### src/rtl/div_mon_pkg.sv
// Shared types and default parameters for the divided-clock monitor.
package div_mon_pkg;

    localparam int unsigned DEF_CNT_W       = 8;
    localparam int unsigned DEF_LOCK_CNT    = 4;
    localparam int unsigned DEF_SYNC_STAGES = 2;

    typedef enum logic [1:0] {
        IDLE      = 2'd0,
        WAIT_RISE = 2'd1,
        MEASURE   = 2'd2
    } mon_state_e;

endpackage

### src/rtl/sync_edge_det.sv
// Synchronizes an asynchronous input through a flop chain and
// produces a single-cycle pulse on its synchronized rising edge.
module sync_edge_det
    import div_mon_pkg::*;
#(
    parameter int unsigned SYNC_STAGES = DEF_SYNC_STAGES
) (
    input  logic clk,
    input  logic rst,
    input  logic sig_in,
    output logic sync_in,
    output logic rise
);

    logic [SYNC_STAGES-1:0] chain_q, chain_d;
    logic                   prev_q,  prev_d;

    // Next-state of the synchronizer chain and the delayed copy for edge detect
    always_comb begin
        chain_d = {chain_q[SYNC_STAGES-2:0], sig_in};
        prev_d  = chain_q[SYNC_STAGES-1];
    end

    // Register the chain; reset clears every stage
    always_ff @(posedge clk) begin
        if (rst) begin
            chain_q <= '0;
            prev_q  <= 1'b0;
        end else begin
            chain_q <= chain_d;
            prev_q  <= prev_d;
        end
    end

    assign sync_in = chain_q[SYNC_STAGES-1];
    assign rise    = sync_in & ~prev_q;

endmodule

### src/rtl/div_monitor.sv
// Divided-clock monitor: measures rising-to-rising period and high time
// of sig_in in clk cycles, tracks period stability (lock) and flags a
// sticky timeout when no edge arrives within the counter range.
module div_monitor
    import div_mon_pkg::*;
#(
    parameter int unsigned CNT_W       = DEF_CNT_W,
    parameter int unsigned LOCK_CNT    = DEF_LOCK_CNT,
    parameter int unsigned SYNC_STAGES = DEF_SYNC_STAGES
) (
    input  logic             clk,
    input  logic             rst,
    input  logic             en,
    input  logic             sig_in,
    output logic [CNT_W-1:0] period,
    output logic [CNT_W-1:0] high_time,
    output logic             meas_valid,
    output logic             locked,
    output logic             timeout
);

    localparam int unsigned      MATCH_W    = $clog2(LOCK_CNT + 1);
    localparam logic [CNT_W-1:0] CNT_MAX    = '1;
    localparam logic [CNT_W-1:0] CNT_ONE    = CNT_W'(1);
    localparam logic [MATCH_W-1:0] MATCH_FULL = MATCH_W'(LOCK_CNT);
    localparam logic [MATCH_W-1:0] MATCH_ONE  = MATCH_W'(1);

    logic sync_in;
    logic rise;

    mon_state_e         state_q,   state_d;
    logic [CNT_W-1:0]   cnt_q,     cnt_d;
    logic [CNT_W-1:0]   hcnt_q,    hcnt_d;
    logic [CNT_W-1:0]   period_q,  period_d;
    logic [CNT_W-1:0]   high_q,    high_d;
    logic [CNT_W-1:0]   ref_q,     ref_d;
    logic [MATCH_W-1:0] match_q,   match_d;
    logic               mv_q,      mv_d;
    logic               locked_q,  locked_d;
    logic               timeout_q, timeout_d;

    sync_edge_det #(
        .SYNC_STAGES (SYNC_STAGES)
    ) u_sync (
        .clk     (clk),
        .rst     (rst),
        .sig_in  (sig_in),
        .sync_in (sync_in),
        .rise    (rise)
    );

    // Next-state logic: FSM, interval counters, lock tracking and timeout
    always_comb begin
        state_d   = state_q;
        cnt_d     = cnt_q;
        hcnt_d    = hcnt_q;
        period_d  = period_q;
        high_d    = high_q;
        ref_d     = ref_q;
        match_d   = match_q;
        mv_d      = 1'b0;
        timeout_d = timeout_q;

        if (!en) begin
            state_d = IDLE;
            cnt_d   = '0;
            hcnt_d  = '0;
            match_d = '0;
        end else begin
            unique case (state_q)
                IDLE: begin
                    state_d = WAIT_RISE;
                    cnt_d   = '0;
                    hcnt_d  = '0;
                end
                // cnt also runs while waiting so a dead input is flagged
                // even before the first edge is ever seen
                WAIT_RISE: begin
                    if (rise) begin
                        state_d = MEASURE;
                        cnt_d   = CNT_ONE;
                        hcnt_d  = CNT_ONE;
                    end else if (cnt_q == CNT_MAX) begin
                        timeout_d = 1'b1;
                        match_d   = '0;
                        cnt_d     = '0;
                        hcnt_d    = '0;
                    end else begin
                        cnt_d = cnt_q + CNT_ONE;
                    end
                end
                MEASURE: begin
                    if (rise) begin
                        period_d  = cnt_q;
                        high_d    = hcnt_q;
                        mv_d      = 1'b1;
                        timeout_d = 1'b0;
                        cnt_d     = CNT_ONE;
                        hcnt_d    = CNT_ONE;
                        if (cnt_q == ref_q) begin
                            if (match_q != MATCH_FULL) begin
                                match_d = match_q + MATCH_ONE;
                            end
                        end else begin
                            ref_d   = cnt_q;
                            match_d = MATCH_ONE;
                        end
                    end else if (cnt_q == CNT_MAX) begin
                        state_d   = WAIT_RISE;
                        timeout_d = 1'b1;
                        match_d   = '0;
                        cnt_d     = '0;
                        hcnt_d    = '0;
                    end else begin
                        cnt_d  = cnt_q + CNT_ONE;
                        hcnt_d = hcnt_q + CNT_W'(sync_in);
                    end
                end
                default: begin
                    state_d = IDLE;
                end
            endcase
        end

        locked_d = (match_d == MATCH_FULL);
    end

    // State and registered outputs
    always_ff @(posedge clk) begin
        if (rst) begin
            state_q   <= IDLE;
            cnt_q     <= '0;
            hcnt_q    <= '0;
            period_q  <= '0;
            high_q    <= '0;
            ref_q     <= '0;
            match_q   <= '0;
            mv_q      <= 1'b0;
            locked_q  <= 1'b0;
            timeout_q <= 1'b0;
        end else begin
            state_q   <= state_d;
            cnt_q     <= cnt_d;
            hcnt_q    <= hcnt_d;
            period_q  <= period_d;
            high_q    <= high_d;
            ref_q     <= ref_d;
            match_q   <= match_d;
            mv_q      <= mv_d;
            locked_q  <= locked_d;
            timeout_q <= timeout_d;
        end
    end

    assign period     = period_q;
    assign high_time  = high_q;
    assign meas_valid = mv_q;
    assign locked     = locked_q;
    assign timeout    = timeout_q;

endmodule
### config.mk
export PLATFORM = sky130hd
export DESIGN_NAME = div_monitor
export DESIGN_NICKNAME = d
export VERILOG_FILES = /design/src/rtl/div_mon_pkg.sv /design/src/rtl/sync_edge_det.sv /design/src/rtl/div_monitor.sv
export SDC_FILE = /design/constraint.sdc
export NUM_CORES = 1
export LEC_CHECK = 0
export BUFFER_PORTS_ARGS = -buffer_cell sky130_fd_sc_hd__buf_4
export CORE_ASPECT_RATIO = 0.9
export CORE_MARGIN = 10
export CORE_UTILIZATION = 51
export DETAILED_ROUTE_END_ITERATION = 10
export PLACE_DENSITY_LB_ADDON = 0.1
export SETUP_SLACK_MARGIN = 0.4
export SLEW_MARGIN = 20
export SYNTH_ARGS = -nofsm -noshare
export SYNTH_HDL_FRONTEND = slang
export SYNTH_SLANG_ARGS = --single-unit
### constraint.sdc
create_clock -name clk -period 1.8 [get_ports clk]
set_input_delay 0.45 -clock clk [delete_from_list [all_inputs] [get_ports clk]]
set_output_delay 0.45 -clock clk [all_outputs]
set_load 0.005 [all_outputs]
==> results.md, run 1 <==
- TritonRoute pass-1 iters: 4
- Crit path time final: 1.68 ns
- Post-Syn Instances: 293
- Critical path endpoint category: register
- Primary FF master, synth: dfxtp_1
- Hold-fix buffers at CTS: 0
- Avg Cell Area, Syn: 8.39 sq um
- Fin Hold WS: 0.345 ns
- Routed len/inst: roughly 15 microns
- Peak VDD IR: 0.000612 V
- Iteration-0 DRC count of the detailed router: 144
- # setup viols final: 0
- Fillers: 347
- Final Cycle Share: 0.935
- Most area-hungry cell type in the Yosys netlist: dfxtp_1
- Initial antenna violation count: 0
- Syn Nets: 307
- CTS tree: done
- Via count: 2299
- First-pass GRT wire length: 10.3 mm
- Largest net degree at the start of global routing: 31
- Run status: finished clean
- Die Wd: 93.2 microns
- GPL Wtd Cong: between 0.8 and 0.9
- Synth async-reset ratio: 0
- CORE AREA: 4550 sq um
- Worst-margin pin slew: 0.346 ns
- Fmax: ~0.6 GHz
- Post-DRT Antenna Nets: 0
- I/O pins: 23
- RSZ-0062 raised after global routing: true
- Die Y: 85.9 microns
- Startpoint types: register
- Residual overflow from global routing: 0
- Antenna fix cells: 0
- Vias per Instance: 5.54
- Final hold vios: 0
- Clock Path Buffers: 2
- Initial core utilization: 0.541
- # DRC: 0
- Clock transition at the registers of the reported paths: about 0.1 ns
- Fin util: 0.741
- Crit path max fanout: 6
- Min-delay worst type: in -> reg
- WS Path Type: reg -> reg
- PD cells: 599 nW/um^2
- TritonCTS sink count: 51
- Max-slew headroom: 0.769
- Critical Path AT: 1.94 ns
- Ranking of synthesized cells by area: dfxtp_1 42%, a21oi_1 6.9%, nand2_1 6.9%
- Layout cells sized above 1: 0.385
- Cell Area, Synth: 2460 sq um
- Clock Latency Late Sink: 0.31 ns
- Post-DP HPWL: 4.14 mm
- P_leak: 1.36 nW
- H-tree depth: 2
- Ys Warns: 0
- Required @ worst endpoint: 2.05 ns
- CTS Root Cell: clkbuf_8
- Final wirelength: 6.33 mm
- Final nets: 366
- Top-count cell post-synth: dfxtp_1
- Vias in the first global route: 2148
- Total Negative Setup Slacks: 0 ns
- Top cells by count, synth: 51 x dfxtp_1, 45 x nand2_1, 34 x a21oi_1, 23 x nor2_1, 16 x o21ai_0
- Seq/Total Area, Yosys: 0.415
- Total Routing Usage GR: 0.155
- Top cell type's share of synthesized area: 0.415
- Max cap viols: 0
- Fin. max-slew vios: 0
- Total CTS buffers: 5
- Std cell rows: 23
- Skew final: 0.00820 ns
- Area of the die: 8000 sq um
- FF+latch count, synth: 51
- IO Port Bufs: 22
- Area Overhead vs Synth: 37.1%
- Unique masters post-synth: 46
- Number of flops mapped to enable cells by yosys: 0
[cell families after synthesis]
group / share of synthesized area
flip-flops: 0.415
multiplexers: 0.0326
adder cells (fa/ha/maj): 0.0509
buffers and inverters: 0.0438
AND/OR/NAND/NOR: 0.250
XOR/XNOR: 0.0356
AO/OA/AOI/OAI: 0.172
[state kept, by name (all words and copies together), names as in the netlist]
name	cells
cnt_q	8
match_q	3
hcnt_q	8
period	8
u_sync.chain_q	2
ref_q	8
u_sync.prev_q	1
state_q	2
meas_valid	1
high_time	8
timeout	1
locked	1
[cells in the final DEF, fill, tap and decap left out, types with 6 or more instances in the layout]
cell type   n
xor2_1      7
buf_6       6
buf_4      61
a21oi_2     6
inv_1       6
nand3_1     6
a21oi_1    29
dfxtp_4     7
o21ai_1     7
nor2_1     19
mux2i_1     7
nand2_1    43
dfxtp_1    39
o21ai_0     9
[through the flow]
step | setup WS, ns | instances | cell area, sq um | total power, mW
2_1_floorplan | 0.0991 | 293 | 2590 | 1.24
3_3_place_gp | 0.104 | 382 | 2890 | 1.28
3_5_place_dp | 0.0554 | 382 | 2890 | 1.28
4_1_cts | 0.133 | 411 | 3250 | 2.02
5_1_grt | 0.0399 | 415 | 3370 | 2.08
6_report | 0.117 | 415 | 3370 | 2.02
[final timing paths]
check / startpoint / to / slack [ns] / depth (start not counted)
setup / recovery: cnt_q[1] / cnt_q[4] / 0.12 / 7
hold / removal: sig_in / u_sync.chain_q[0] / 0.35 / 2
setup reg to reg: cnt_q[1] / cnt_q[4] / 0.12 / 7
hold reg to reg: u_sync.chain_q[0] / u_sync.chain_q[1] / 0.46 / 1
[layer usage]
layer  vias up  wire length (microns)  track usage  share of wire
li1       1134                      -            -              -
met1      1075                   2860        0.202           0.45
met2        80                   2960        0.253           0.47
met3        10                    442       0.0357          0.070
met4         0                     67       0.0336          0.011
met5         -                      0            0              0
[critical path, cell delays in order, from the launching register on]
cell and delay (ns):
dfxtp_4 0.38, ha_4 0.17, nand3_4 0.12, buf_4 0.14, o211ai_4 0.09, or2_4 0.25
or3_1 0.34, a21oi_2 0.13
[report_power, final]
part,switching (mW),internal (mW)
Clock,0.424,0.289
Sequential,0.00481,1.12
Combinational,0.0936,0.0846
Total,0.522,1.50
[layout make-up]
class | count | area (sq um) | share of cell area
repair buffers | 68 | 546 | 0.162
inverters | 8 | 32.5 | 0.00965
well taps | 62 | 77.6 | 0.0230
multi-input cells | 218 | 1560 | 0.464
clock inverters | 3 | 28.8 | 0.00854
flip-flops and latches | 51 | 1050 | 0.313
clock buffers | 5 | 68.8 | 0.0204
[repair_timing]
| action | 4_1_cts | 5_1_grt |
|---|---|---|
| gates resized for setup | 32 | 27 |
| gates cloned | 1 | 0 |
| setup buffers | 20 | 4 |
| hold endpoints to repair | 0 | 0 |
| pin swaps | 11 | 5 |
| setup endpoints to repair | 47 | 46 |
Power figures use the tool's default switching activity.
==> run 2: changes to the inputs <==
PLACE_DENSITY = 0.78   (was unset)
PLACE_DENSITY_LB_ADDON = unset   (was 0.1)
==> run 2 against run 1 <==
Register-to-register slack got worse by 0.11 ns; cell count decreased by 0.48%; count of clock-buffer cells in the layout unchanged; sequential share of layout area decreased by 1.4 points; fmax decreased by 6.3%; hold slack improved by 0.010 ns; clock skew decreased by 0.0036 ns; flip-flop and latch count unchanged; critical path depth increased by 1; die area unchanged; power decreased by 1.6%; sequential power about the same; critical path type unchanged; largest power group unchanged.
==> results.md, run 2 (synthesis gave the netlist of run 1 again) <==
- Residual overflow from global routing: 0 (unchanged)
- Total Routing Usage GR: 0.164 (was 0.155)
- GPL Wtd Cong: 0.938 (was 0.882)
- Peak VDD IR: 0.000613 V (was 0.000612 V)
- Total CTS buffers: 5 (unchanged)
- Iteration-0 DRC count of the detailed router: 211 (was 144)
- I/O pins: 23 (unchanged)
- Setup slack, reg-to-reg: 0.003 ns (was 0.12 ns)
- Largest net degree at the start of global routing: 31 (unchanged)
- CP Cell Sequence: ha_4 -> nand3_4 -> buf_6 -> o211ai_4 -> buf_4 -> a31oi_1 -> o21ai_0 -> a21oi_1 (was ha_4 -> nand3_4 -> buf_4 -> o211ai_4 -> or2_4 -> or3_1 -> a21oi_2)
- Final nets: 364 (was 366)
- Worst-margin pin slew: 0.487 ns (was 0.346 ns)
- Vias in the first global route: 2242 (was 2148)
- Startpoint types: register (unchanged)
- Most common cell after layout, fill and taps aside: buf_4 (unchanged)
- Fmax: 0.557 GHz (was 0.594 GHz)
- Worst path max stage delay: 0.39 ns (was 0.38 ns)
- TritonCTS sink count: 51 (unchanged)
- Layout cells sized above 1: 0.442 (was 0.385)
- Crit path max fanout: 7 (was 6)
- PD cells: 564 nW/um^2 (was 599 nW/um^2)
- RR Endpoint: cnt_q[7] (was cnt_q[4])
- Std cell rows: 23 (unchanged)
- Worst reg2reg path startpoint: cnt_q[0] (was cnt_q[1])
- First-pass GRT wire length: 10.9 mm (was 10.3 mm)
- TritonRoute pass-1 iters: 5 (was 4)
- Required @ worst endpoint: 1.99 ns (was 2.05 ns)
- Max-slew headroom: 0.675 (was 0.769)
- Worst path bufs/invs: 2 (was 1)
- Area of the die: 8000 sq um (unchanged)
- Initial antenna violation count: 0 (unchanged)
- Clock transition at the registers of the reported paths: 0.10 ns (about the same)
- Via count: 2473 (was 2299)
- Crit path time final: 1.80 ns (was 1.68 ns)
- Fin. max-slew vios: 0 (unchanged)
- P_leak: 1.55 nW (was 1.36 nW)
- Final hold vios: 0 (unchanged)
- Critical Path AT: 1.99 ns (was 1.94 ns)
- Critical path endpoint category: register (unchanged)
- Final Cycle Share: 0.998 (was 0.935)
- Vias per Instance: 5.99 (was 5.54)
- Min-delay worst type: in -> reg (unchanged)
- Max cap viols: 0 (unchanged)
- Post-DRT Antenna Nets: 0 (unchanged)
- CTS Root Cell: clkbuf_8 (unchanged)
- RSZ-0062 raised after global routing: true (unchanged)
- Skew final: 0.00459 ns (was 0.00820 ns)
- Cells on worst reg2reg path: 8 (was 7)
- Run status: finished clean (unchanged)
- Antenna fix cells: 0 (unchanged)
- Routed len/inst: 19.0 microns (was 15.3 microns)
- CTS tree: done (unchanged)
- HP Start: sig_in (unchanged)
- Slowest CP cell: dfxtp_4 (unchanged)
- WS Path Type: reg -> reg (unchanged)
- Clock Latency Late Sink: 0.31 ns (about the same)
- Fin util: 0.774 (was 0.741)
- Final wirelength: 7.84 mm (was 6.33 mm)
- Post-DP HPWL: 4.28 mm (was 4.14 mm)
- Die Y: 85.9 microns (unchanged)
- Min-Delay Path Depth: 2 (unchanged)
- Hold EP: u_sync.chain_q[0] (unchanged)
- Total Negative Setup Slacks: 0 ns (unchanged)
- # setup viols final: 0 (unchanged)
- Crit-path leading delay family: compound AO/OA/AOI/OAI gates (was simple AND/OR/NAND/NOR gates)
- CORE AREA: 4550 sq um (unchanged)
- Die Wd: 93.2 microns (unchanged)
- Hold-fix buffers at CTS: 0 (unchanged)
- # DRC: 0 (unchanged)
- Clock Path Buffers: 2 (unchanged)
- IO Port Bufs: 22 (unchanged)
- H-tree depth: 2 (unchanged)
- Initial core utilization: 0.541 (unchanged)
- Commonest cells after routing, fill and taps aside: 56 x buf_4, 40 x dfxtp_1, 32 x nand2_1 (was 61 x buf_4, 43 x nand2_1, 39 x dfxtp_1)
- Area Overhead vs Synth: 43.2% (was 37.1%)
-- run 2: cell types whose count changed in the layout (fill, tap and decap cells not counted), moves of 5 or more --
cell | before | now
a21oi_1 | 29 | 19
a21oi_2 | 6 | 16
buf_4 | 61 | 56
nand2_1 | 43 | 32
nand2_4 | 1 | 9
o21ai_1 | 7 | 2
-- run 2: worst register-to-register path, stage by stage, from the launching register on --
cell and delay, ns:
dfxtp_4 0.39, ha_4 0.16, nand3_4 0.14, buf_6 0.16
o211ai_4 0.18, buf_4 0.19, a31oi_1 0.07, o21ai_0 0.27
a21oi_1 0.13
-- run 2: power breakdown --
| part | switching [mW] | internal (mW) | total (mW) |
|---|---|---|---|
| Combinational | 0.106 | 0.0782 | 0.185 |
| Sequential | 0.00468 | 1.13 | 1.13 |
| Clock | 0.400 | 0.273 | 0.673 |
| Total | 0.511 | 1.48 | 1.99 |
-- run 2: area by class of cell --
type,count,area (sq um)
Fill cell,294,1030
Clock buffer,5,68.8
Multi-Input combinational cell,217,1690
Timing Repair Buffer,67,579
Inverter,8,32.5
Tap cell,62,77.6
Clock inverter,3,18.8
Sequential cell,51,1050
-- run 2: what timing repair did --
item,4_1_cts,5_1_grt
setup buffers,17,8
pin swaps,5,29
endpoints found under the setup margin,47,46
resized for setup,16,82
-- run 2: metal layers --
metal  part of all wire  global-route usage
met5                  0                   0
met4              0.035              0.0462
met3              0.066              0.0375
met2               0.50               0.286
met1               0.39               0.197
-- run 2: metrics by stage --
step / hold WS (ns) / cells / cell area (sq um) / power [mW] / setup WS [ns]
final: 0.356 / 413 / 3520 / 1.99 / 0.00323
after global routing: 0.348 / 413 / 3520 / 2.05 / -0.0303
after CTS: 0.356 / 405 / 3130 / 1.95 / 0.152
after detailed placement: 0.431 / 380 / 2880 / 1.28 / 0.0247
after global placement: 0.433 / 380 / 2880 / 1.28 / 0.0540
after floorplan: 0.414 / 293 / 2590 / 1.24 / 0.0991
-- run 2: how the worst max path moves through the flow --
stage	startpoint	end	slack, ns	cells after the start
2_1_floorplan	cnt_q[1]	hcnt_q[5]	0.1	7
3_3_place_gp	cnt_q[5]	locked	0.05	6
3_5_place_dp	cnt_q[1]	state_q[0]	0.02	6
4_1_cts	cnt_q[1]	cnt_q[4]	0.15	7
5_1_grt	cnt_q[0]	ref_q[5]	-0.03	7
6_report	cnt_q[0]	cnt_q[7]	0.003	8
==> run 3: changes to the inputs <==
CAP_MARGIN = 10   (was unset)
PLACE_DENSITY = 0.83   (was 0.78)
==> run 3 against run 2 <==
Power increased by 0.88%; core utilization is 0.55 points lower; hold slack gained 0.0021 ns; sequential share of layout area rose by 0.46 points; flip-flop and latch count unchanged; fmax increased by 4.6%; global-route usage is 0.76 points lower.
==> results.md, run 3 (synthesis gave the netlist of run 1 again) <==
- Iteration-0 DRC count of the detailed router: 195 (was 211)
- Setup slack, reg-to-reg: 0.08 ns (was 0.003 ns)
- Seq pwr share: 0.562 (was 0.568)
- Min-delay worst type: in -> reg (unchanged)
- Skew final: 0.0107 ns (was 0.00459 ns)
- I/O pins: 23 (unchanged)
- IO Port Bufs: 22 (unchanged)
- Critical Path AT: 1.94 ns (was 1.99 ns)
- Startpoint types: register (unchanged)
- Die Y: 85.9 microns (unchanged)
- Via count: 2425 (was 2473)
- Peak VDD IR: 0.000372 V (was 0.000613 V)
- Die Wd: 93.2 microns (unchanged)
- Met2 wire len: 3.48 mm (was 3.95 mm)
- Setup WS post-layout: 0.0815 ns (was 0.00323 ns)
- Final nets: 367 (was 364)
- Worst slack at placement: 0.000476 ns (was 0.0247 ns)
- Cells on worst reg2reg path: 7 (was 8)
- Combinational power share: 0.085 (was 0.093)
- Fillers: 298 (was 294)
- Post-Place Cells: 379 (was 380)
- Net Sw Frac: 0.245 (was 0.257)
- WS Path Type: reg -> reg (unchanged)
- Total CTS buffers: 5 (unchanged)
- Fin. max-slew vios: 0 (unchanged)
- Crit path max fanout: 5 (was 7)
- Final Cycle Share: 0.955 (was 0.998)
- Crit path time final: 1.72 ns (was 1.80 ns)
- Std cell rows: 23 (unchanged)
- Final wirelength: 7.18 mm (was 7.84 mm)
- Run status: finished clean (unchanged)
- Met3 Wirelength: 609 microns (was 517 microns)
- Clock transition at the registers of the reported paths: 0.09 ns (was 0.10 ns)
- Met1 wire length: 2.99 mm (was 3.10 mm)
- Residual overflow from global routing: 0 (unchanged)
- First-pass GRT wire length: 10.4 mm (was 10.9 mm)
- # DRC: 0 (unchanged)
- Antenna fix cells: 0 (unchanged)
- P_leak: 1.41 nW (was 1.55 nW)
- Most common cell after layout, fill and taps aside: buf_4 (unchanged)
- # setup viols final: 0 (unchanged)
- RSZ-0062 raised after global routing: true (unchanged)
- Area Overhead vs Synth: 42.2% (was 43.2%)
- Final hold vios: 0 (unchanged)
- Max-slew headroom: 0.732 (was 0.675)
- Fin util: 0.769 (was 0.774)
- Vias in the first global route: 2133 (was 2242)
- Vias per Instance: 5.83 (was 5.99)
- Clock Latency Late Sink: 0.31 ns (about the same)
- Critical path endpoint category: register (unchanged)
- CTS tree: done (unchanged)
- TritonRoute pass-1 iters: 5 (unchanged)
- Post-DP HPWL: 4.19 mm (was 4.28 mm)
- CTS Root Cell: clkbuf_8 (unchanged)
- Max cap viols: 0 (unchanged)
- Clock share of power: 0.353 (was 0.339)
- TritonCTS sink count: 51 (unchanged)
- Placed inst area: 2870 sq um (was 2880 sq um)
- Initial core utilization: 0.541 (unchanged)
- GPL Wtd Cong: 0.894 (was 0.938)
- Largest net degree at the start of global routing: 31 (unchanged)
- Worst-margin pin slew: 0.403 ns (was 0.487 ns)
- Total Routing Usage GR: 0.157 (was 0.164)
- Commonest cells after routing, fill and taps aside: 56 x buf_4, 39 x nand2_1, 39 x dfxtp_1 (was 56 x buf_4, 40 x dfxtp_1, 32 x nand2_1)
- Fmax: 0.582 GHz (was 0.557 GHz)
- PD cells: 573 nW/um^2 (was 564 nW/um^2)
- Area of the die: 8000 sq um (unchanged)
- Clock Path Buffers: 2 (unchanged)
- Layout cells sized above 1: 0.421 (was 0.442)
- Total Negative Setup Slacks: 0 ns (unchanged)
- Uppermost routed layer: met4 (unchanged)
- Min-Delay Path Depth: 2 (unchanged)
- CORE AREA: 4550 sq um (unchanged)
- Routed len/inst: 17.3 microns (was 19.0 microns)
- H-tree depth: 2 (unchanged)
- Post-DRT Antenna Nets: 0 (unchanged)
- Initial antenna violation count: 0 (unchanged)
- Net Sw Power: 0.490 mW (was 0.511 mW)
- Fin area: 3500 sq um (was 3520 sq um)
- Design internal power: 1.51 mW (was 1.48 mW)
- Final Non-Filler Cells: 416 (was 413)
- Required @ worst endpoint: 2.02 ns (was 1.99 ns)
[run 3: cell types whose count changed in the layout (fill, tap and decap cells not counted), sizes merged]
cell      change
buf           +3
clkbuf        +1
clkinvlp      -1
[run 3: routing by layer]
metal  vias to the layer above  global-route usage
li1                       1136                   -
met1                      1142               0.202
met2                       133               0.254
met3                        14              0.0392
met4                         0              0.0420
met5                         -                   0
[run 3: what timing repair did]
item,CTS,global route
setup buffers,15,13
resized for setup,30,52
hold buffers,0,0
pin swaps,7,22
gates cloned,0,1
setup endpoints to repair,45,41
[run 3: power groups by stage]
stage / Clock (mW) / Sequential (mW) / Combinational [mW]
global placement: 0 / 1.16 / 0.114
global route: 0.767 / 1.13 / 0.182
finish: 0.708 / 1.13 / 0.171
CTS: 0.714 / 1.13 / 0.143
detailed placement: 0 / 1.16 / 0.116
floorplan: 0 / 1.16 / 0.0838
[run 3: critical path, stage by stage (launching register included)]
cell and delay, ns:
dfxtp_4 0.41, buf_4 0.13, nand3_4 0.11, buf_6 0.15, o31ai_4 0.20, o21ai_2 0.11, or3_1 0.35, a21oi_1 0.18
[run 3: cell type report]
class,instances,area (sq um),share of cell area
Timing Repair Buffer,70,596,0.170
Inverter,8,32.5,0.00931
Multi-Input combinational cell,217,1630,0.467
Clock inverter,2,15.0,0.00429
Clock buffer,6,82.6,0.0236
Sequential cell,51,1060,0.303
Tap cell,62,77.6,0.0222
[run 3: through the flow]
step	total power, mW	hold WS, ns
after floorplan	1.24	0.414
after global placement	1.28	0.442
after detailed placement	1.28	0.450
after CTS	1.99	0.360
after global routing	2.08	0.367
final	2.00	0.358
[run 3: final timing paths]
| check | start | to |
|---|---|---|
| min | sig_in | u_sync.chain_q[0] |
| min reg2reg | u_sync.chain_q[0] | u_sync.chain_q[1] |
| max reg2reg | cnt_q[3] | state_q[0] |
| max | cnt_q[3] | state_q[0] |
